**src/rtl/cache_axi_rd_arbiter.sv**
```systemverilog
// Shares one AXI read channel between icache refill, dcache refill and uncached loads.
// Optional round-robin grant when CACHE_ARB_RR_EN is defined; fixed priority d > u > i otherwise.
module cache_axi_rd_arbiter (
  input  logic         clk,
  input  logic         rst_n,
  input  logic         i_req,
  input  logic         d_req,
  input  logic         u_req,
  input  logic [31:0]  i_addr,
  input  logic [31:0]  d_addr,
  input  logic [31:0]  u_addr,
  output logic         i_rend,
  output logic         d_rend,
  output logic         u_rend,
  output logic [255:0] i_line,
  output logic [255:0] d_line,
  output logic [31:0]  u_rdata,
  output logic [3:0]   arid,
  output logic [31:0]  araddr,
  output logic [7:0]   arlen,
  output logic [2:0]   arsize,
  output logic [1:0]   arburst,
  output logic         arvalid,
  input  logic         arready,
  input  logic [3:0]   rid,
  input  logic [31:0]  rdata,
  input  logic         rlast,
  input  logic         rvalid,
  output logic         rready
);

  localparam logic [3:0] ID_I = 4'd0;
  localparam logic [3:0] ID_D = 4'd1;
  localparam logic [3:0] ID_U = 4'd2;

  localparam logic [1:0] SEL_I = 2'd0;
  localparam logic [1:0] SEL_D = 2'd1;
  localparam logic [1:0] SEL_U = 2'd2;

  typedef enum logic [1:0] {
    ST_IDLE = 2'd0,
    ST_AR   = 2'd1,
    ST_R    = 2'd2,
    ST_DONE = 2'd3
  } state_t;

  state_t         state_r;
  logic [1:0]     grant_r;
  logic [2:0]     pend_r;
  logic [26:0]    addr_i_r;
  logic [26:0]    addr_d_r;
  logic [31:0]    addr_u_r;
  logic [2:0]     beat_cnt_r;
  logic [255:0]   buf_r;

  logic [2:0]     busy_s;
  logic [2:0]     set_s;
  logic [2:0]     clr_s;
  logic           win_vld_s;
  logic [1:0]     win_s;
  logic [31:0]    win_araddr_s;
  logic           beat_s;
  logic [255:0]   buf_nxt_s;
  logic           unused_s;

  // rid is not checked and cache line offsets are never forwarded.
  assign unused_s = ^{rid, i_addr[4:0], d_addr[4:0]};

  function automatic logic [3:0] sel_to_id(input logic [1:0] sel);
    logic [3:0] id;
    case (sel)
      SEL_I:   id = ID_I;
      SEL_D:   id = ID_D;
      SEL_U:   id = ID_U;
      default: id = ID_I;
    endcase
    return id;
  endfunction

`ifdef CACHE_ARB_RR_EN
  logic [1:0] ptr_r;

  // Round-robin search i -> d -> u starting just after the last winner.
  always_comb begin
    win_s = SEL_I;
    case (ptr_r)
      SEL_I: begin
        if (pend_r[1])      win_s = SEL_D;
        else if (pend_r[2]) win_s = SEL_U;
        else                win_s = SEL_I;
      end
      SEL_D: begin
        if (pend_r[2])      win_s = SEL_U;
        else if (pend_r[0]) win_s = SEL_I;
        else                win_s = SEL_D;
      end
      default: begin
        if (pend_r[0])      win_s = SEL_I;
        else if (pend_r[1]) win_s = SEL_D;
        else                win_s = SEL_U;
      end
    endcase
  end

  // Last-grant pointer; starts at u so the first search order is i, d, u.
  always_ff @(posedge clk or negedge rst_n) begin
    if (!rst_n) begin
      ptr_r <= SEL_U;
    end else if (state_r == ST_IDLE && win_vld_s) begin
      ptr_r <= win_s;
    end else begin
      ptr_r <= ptr_r;
    end
  end
`else
  // Fixed priority d > u > i.
  always_comb begin
    win_s = SEL_I;
    if (pend_r[1])      win_s = SEL_D;
    else if (pend_r[2]) win_s = SEL_U;
    else                win_s = SEL_I;
  end
`endif

  // Winner address already shaped for the AR channel.
  always_comb begin
    win_vld_s    = |pend_r;
    win_araddr_s = 32'd0;
    case (win_s)
      SEL_I:   win_araddr_s = {addr_i_r, 5'd0};
      SEL_D:   win_araddr_s = {addr_d_r, 5'd0};
      SEL_U:   win_araddr_s = addr_u_r;
      default: win_araddr_s = 32'd0;
    endcase
  end

  // Requester bookkeeping: in-service blocks new requests, DONE no longer counts as in service.
  always_comb begin
    busy_s = 3'b000;
    clr_s  = 3'b000;
    if (state_r == ST_AR || state_r == ST_R) begin
      busy_s[grant_r] = 1'b1;
    end else begin
      busy_s = 3'b000;
    end
    if (state_r == ST_IDLE && win_vld_s) begin
      clr_s[win_s] = 1'b1;
    end else begin
      clr_s = 3'b000;
    end
    set_s = {u_req, d_req, i_req} & ~pend_r & ~busy_s;
  end

  // Beat capture into the line buffer at the current beat index.
  always_comb begin
    beat_s    = rvalid && rready && (state_r == ST_R);
    buf_nxt_s = buf_r;
    if (beat_s) begin
      buf_nxt_s[{beat_cnt_r, 5'd0} +: 32] = rdata;
    end else begin
      buf_nxt_s = buf_r;
    end
  end

  // Pending flags and captured request addresses.
  always_ff @(posedge clk or negedge rst_n) begin
    if (!rst_n) begin
      pend_r   <= 3'b000;
      addr_i_r <= 27'd0;
      addr_d_r <= 27'd0;
      addr_u_r <= 32'd0;
    end else begin
      pend_r <= (pend_r & ~clr_s) | set_s;
      if (set_s[0]) addr_i_r <= i_addr[31:5];
      else          addr_i_r <= addr_i_r;
      if (set_s[1]) addr_d_r <= d_addr[31:5];
      else          addr_d_r <= addr_d_r;
      if (set_s[2]) addr_u_r <= u_addr;
      else          addr_u_r <= addr_u_r;
    end
  end

  // Transaction FSM with registered AXI and completion outputs.
  always_ff @(posedge clk or negedge rst_n) begin
    if (!rst_n) begin
      state_r    <= ST_IDLE;
      grant_r    <= SEL_I;
      beat_cnt_r <= 3'd0;
      buf_r      <= 256'd0;
      arvalid    <= 1'b0;
      rready     <= 1'b0;
      arid       <= 4'd0;
      araddr     <= 32'd0;
      arlen      <= 8'd0;
      arsize     <= 3'd0;
      arburst    <= 2'b00;
      i_rend     <= 1'b0;
      d_rend     <= 1'b0;
      u_rend     <= 1'b0;
      i_line     <= 256'd0;
      d_line     <= 256'd0;
      u_rdata    <= 32'd0;
    end else begin
      i_rend <= 1'b0;
      d_rend <= 1'b0;
      u_rend <= 1'b0;
      case (state_r)
        ST_IDLE: begin
          if (win_vld_s) begin
            state_r    <= ST_AR;
            grant_r    <= win_s;
            beat_cnt_r <= 3'd0;
            arvalid    <= 1'b1;
            arid       <= sel_to_id(win_s);
            araddr     <= win_araddr_s;
            arlen      <= (win_s == SEL_U) ? 8'd0 : 8'd7;
            arsize     <= 3'd2;
            arburst    <= 2'b01;
          end else begin
            state_r <= ST_IDLE;
          end
        end
        ST_AR: begin
          if (arready) begin
            arvalid <= 1'b0;
            rready  <= 1'b1;
            state_r <= ST_R;
          end else begin
            state_r <= ST_AR;
          end
        end
        ST_R: begin
          if (beat_s) begin
            buf_r      <= buf_nxt_s;
            beat_cnt_r <= beat_cnt_r + 3'd1;
            if (rlast) begin
              rready  <= 1'b0;
              state_r <= ST_DONE;
              case (grant_r)
                SEL_I: begin
                  i_line <= buf_nxt_s;
                  i_rend <= 1'b1;
                end
                SEL_D: begin
                  d_line <= buf_nxt_s;
                  d_rend <= 1'b1;
                end
                SEL_U: begin
                  u_rdata <= rdata;
                  u_rend  <= 1'b1;
                end
                default: begin
                  i_rend <= 1'b0;
                end
              endcase
            end else begin
              state_r <= ST_R;
            end
          end else begin
            state_r <= ST_R;
          end
        end
        ST_DONE: begin
          state_r <= ST_IDLE;
        end
        default: begin
          state_r <= ST_IDLE;
        end
      endcase
    end
  end

endmodule
```
**config.mk**
```make
export PLATFORM = sky130hd
export DESIGN_NAME = cache_axi_rd_arbiter
export DESIGN_NICKNAME = d
export VERILOG_FILES = /design/src/rtl/cache_axi_rd_arbiter.sv
export SDC_FILE = /design/constraint.sdc
export NUM_CORES = 1
export LEC_CHECK = 0
export ABC_CLOCK_PERIOD_IN_PS = 3250
export CAP_MARGIN = 10
export CORE_AREA = 2 2 286 288
export DETAILED_ROUTE_END_ITERATION = 16
export DIE_AREA = 0 0 288 290
export PLACE_DENSITY_LB_ADDON = 0.2
export SLEW_MARGIN = 20
export SYNTH_ARGS = -nofsm -noshare
export SYNTH_HDL_FRONTEND = slang
export SYNTH_SLANG_ARGS = --single-unit
```
**constraint.sdc**
```tcl
create_clock -name clk -period 3.25 [get_ports clk]
set_input_delay 0.65 -clock clk [delete_from_list [all_inputs] [get_ports clk]]
set_output_delay 0.65 -clock clk [all_outputs]
set_load 0.02 [all_outputs]
```
==> qor.yml <==
status:
  status: "complete, no violations"
timing:
  setup-tns-final_ns: 0
  worst_slack_ns: 0.2494
  fin_crit_ns: 3.001
  setup_viol: 0
  final_hold_viol_count: 0
  slew_viol_final: 0
  timing.fmax_ghz: 0.3333
  rsz0062_at_grt: "no"
  tightest_slew_ns: 1.059
  finClkSkew_ns: 0.01921
  hold_ws_ns: 0.01932
  maxSlewHeadroom_pct: 29.38
  finalCritPeriodShare_pct: 92.33
route:
  antenna_left: 0
  vias: 31580
  drtIter0Drc: 2973
  drc: 0
  dr.pass1.iters: 5
  wl_per_cell_um: 26.56
  routed_wl_mm: 137.6
  vias_per_cell: 6.095
power:
  p_per_area_mw_per_mm2: 473.2
  ir_worst_vdd_v: 0.0004679
  leakagePower_nw: 22.99
yosys:
  synth_flop_cell: "dfrtp_1"
  synth_cells: 3445
  synth.top_cells.by_count: "dfrtp_1 (936), a21oi_1 (772), mux2_2 (332)"
  netlist.area_leader.share_pct: 59.68
  synth_edf_count: 0
  yosys.cell_count.top_type: "dfrtp_1"
  yosysTopAreaCell: "dfrtp_1"
  syn_area_per_cell_um2: 11.39
  yosysWarnings: 0
  synthTopCellsByArea: "dfrtp_1 (60%), a21oi_1 (9.8%), mux2_2 (9.5%)"
  seq_area_frac_synth_pct: 59.68
  synthDistinctLibCells: 46
  synth_seq_cells: 936
  synth-async-reset-ratio_pct: 100.0
  synthesis.area_mm2: 0.03924
cts:
  clk_latency_ns: 0.66
  clk_path_buf_depth: 3
  cts_tree: "yes"
  cts_setup_buffers: 0
  hold_buffers: 0
  post_cts_resized: 0
  path_clk_slew_ns: 0.06
  htreeDepth: 3
  cts_buffers: 97
  clock-sinks: 936
  ctsRootBufferMaster: "clkbuf_16"
cells_and_area:
  fill_cells: 6390
  layout.cells.non_filler: 5181
  layout-drive-gt1-share_pct: 15.71
  area_growth_pct: 30.43
  nNetsFinal: 4182
  design_area_mm2: 0.05119
place:
  place_ws_ns: 0.2864
  placed_cells: 4995
  place_congestion: 0.8381
  dpl.hpwl_mm: 90.83
  portBuffers: 713
  place_area_mm2: 0.04782
worst_setup_path:
  crit_fanout: 44
  r2r_cells: 7
  startpoint_type: "flop"
  cp_data_required_time_ns: 3.82
  worstPathArrival_ns: 3.57
  reg2reg_slack_ns: 0.25
  critical_path_class: "flop to flop"
  end_kind: "flop"
floorplan:
  die_x_um: 288
  core_mm2: 0.08016
  dieHeight_um: 290
  die-area_mm2: 0.08352
  initial_core_util_pct: 48.96
  rows: 104
  io_pins: 738
global_routing:
  grt_pass1_wl_mm: 206.6
  antenna_found_initial: 14
  grt_use_total_pct: 32.60
  grt_pass1_vias: 31540
  grt_overflow_total: 0
  grt_max_degree: 154
job:
  cap_violations: 0
hold_path:
  hp-class: "primary input to async pin"
[cell usage in the layout (no fill, tap or decap), types with 2 or more instances in the layout]
| cell type | instances |
|---|---|
| nor4bb_4 | 2 |
| or3b_2 | 2 |
| clkinv_2 | 15 |
| nand2_1 | 63 |
| mux2_2 | 332 |
| nor3_4 | 4 |
| inv_1 | 40 |
| nand3_1 | 2 |
| a31oi_1 | 257 |
| clkinvlp_4 | 3 |
| or3_1 | 128 |
| or4b_1 | 2 |
| a22o_1 | 9 |
| a21o_1 | 2 |
| diode_2 | 9 |
| nand3b_1 | 4 |
| and3_1 | 4 |
| o21ai_1 | 28 |
| clkbuf_8 | 21 |
| and2_1 | 31 |
| nand2b_1 | 2 |
| inv_6 | 2 |
| mux2i_1 | 156 |
| and3_4 | 2 |
| dfrtp_1 | 934 |
| bufinv_16 | 10 |
| nor3_1 | 3 |
| dfrtp_2 | 2 |
| clkbuf_16 | 99 |
| conb_1 | 10 |
| nor2_1 | 3 |
| buf_12 | 42 |
| clkdlybuf4s50_1 | 712 |
| mux2_1 | 5 |
| a21oi_1 | 772 |
| buf_4 | 92 |
| clkbuf_1 | 23 |
| o21ai_0 | 261 |
| ha_1 | 8 |
| nor2_4 | 2 |
[metal layers]
| metal | part of all wire [%] | track usage [%] | up-vias | routed length [µm] |
|---|---|---|---|---|
| li1 | - | - | 13640 | - |
| met1 | 39 | 42.25 | 16160 | 53220 |
| met2 | 48 | 51.40 | 1452 | 65650 |
| met3 | 8.0 | 7.626 | 326 | 11050 |
| met4 | 5.6 | 16.25 | 6 | 7644 |
| met5 | 0.026 | 0 | - | 36 |
[sequential cells by signal, summed over array words and instances, names as in the netlist, named ones only]
name,cells
d_line,256
i_rend,1
arlen,1
buf_r,256
addr_i_r,27
u_rdata,32
grant_r,2
arvalid,1
pend_r,3
beat_cnt_r,3
addr_u_r,32
rready,1
arid,1
d_rend,1
addr_d_r,27
state_r,1
arsize,1
u_rend,1
i_line,256
araddr,32
[final timing paths]
kind / startpoint / endpoint
max: beat_cnt_r[1] / i_line[195]
min: rst_n / addr_d_r[16]
max reg2reg: beat_cnt_r[1] / i_line[195]
min reg2reg: buf_r[166] / buf_r[166]
max in group asynchronous: rst_n / i_line[20]
min in group clk: buf_r[166] / buf_r[166]
[cells by family (layout without fill, tap and decap cells)]
logic type	after synthesis	count (layout)	synth area share (%)
compound gates	1335	1335	17.99
flops	936	936	59.68
mux	493	493	13.65
buf+inv	406	1064	4.422
simple gates	266	266	3.985
fa+ha+maj	8	8	0.2551
other cells	1	19	0.009556
[where the power goes]
group          total, mW  internal, mW  switching, mW
sequential          11.8          11.7         0.0344
combinational      0.776         0.272          0.503
clock               11.7          6.89           4.81
[area by class of cell]
type	instances	area (µm²)	share of cell area, %
Clock inverter	34	490.5	0.9582
Multi-Input combinational cell	2112	14240	27.83
Antenna cell	9	22.52	0.04400
Tap cell	1060	1326	2.591
Inverter	40	150.1	0.2933
Sequential cell	936	23430	45.77
Clock buffer	143	2853	5.573
Timing Repair Buffer	847	8673	16.94
[through the flow]
stage          util, %  total power [mW]
3_5_place_dp     59.66             12.75
6_report         63.86             24.22
5_1_grt          63.85             24.88
2_1_floorplan        -             12.13
4_1_cts          63.83             24.31
3_3_place_gp     59.66             12.74
[critical path, cell delays in order (launching register included)]
cell	delay (ns)
dfrtp_1	0.47
inv_1	0.07
ha_1	0.20
ha_1	0.33
or3b_2	0.76
buf_4	0.39
or3_1	0.41
a31oi_1	0.21
(Power assumes the default switching activity.)
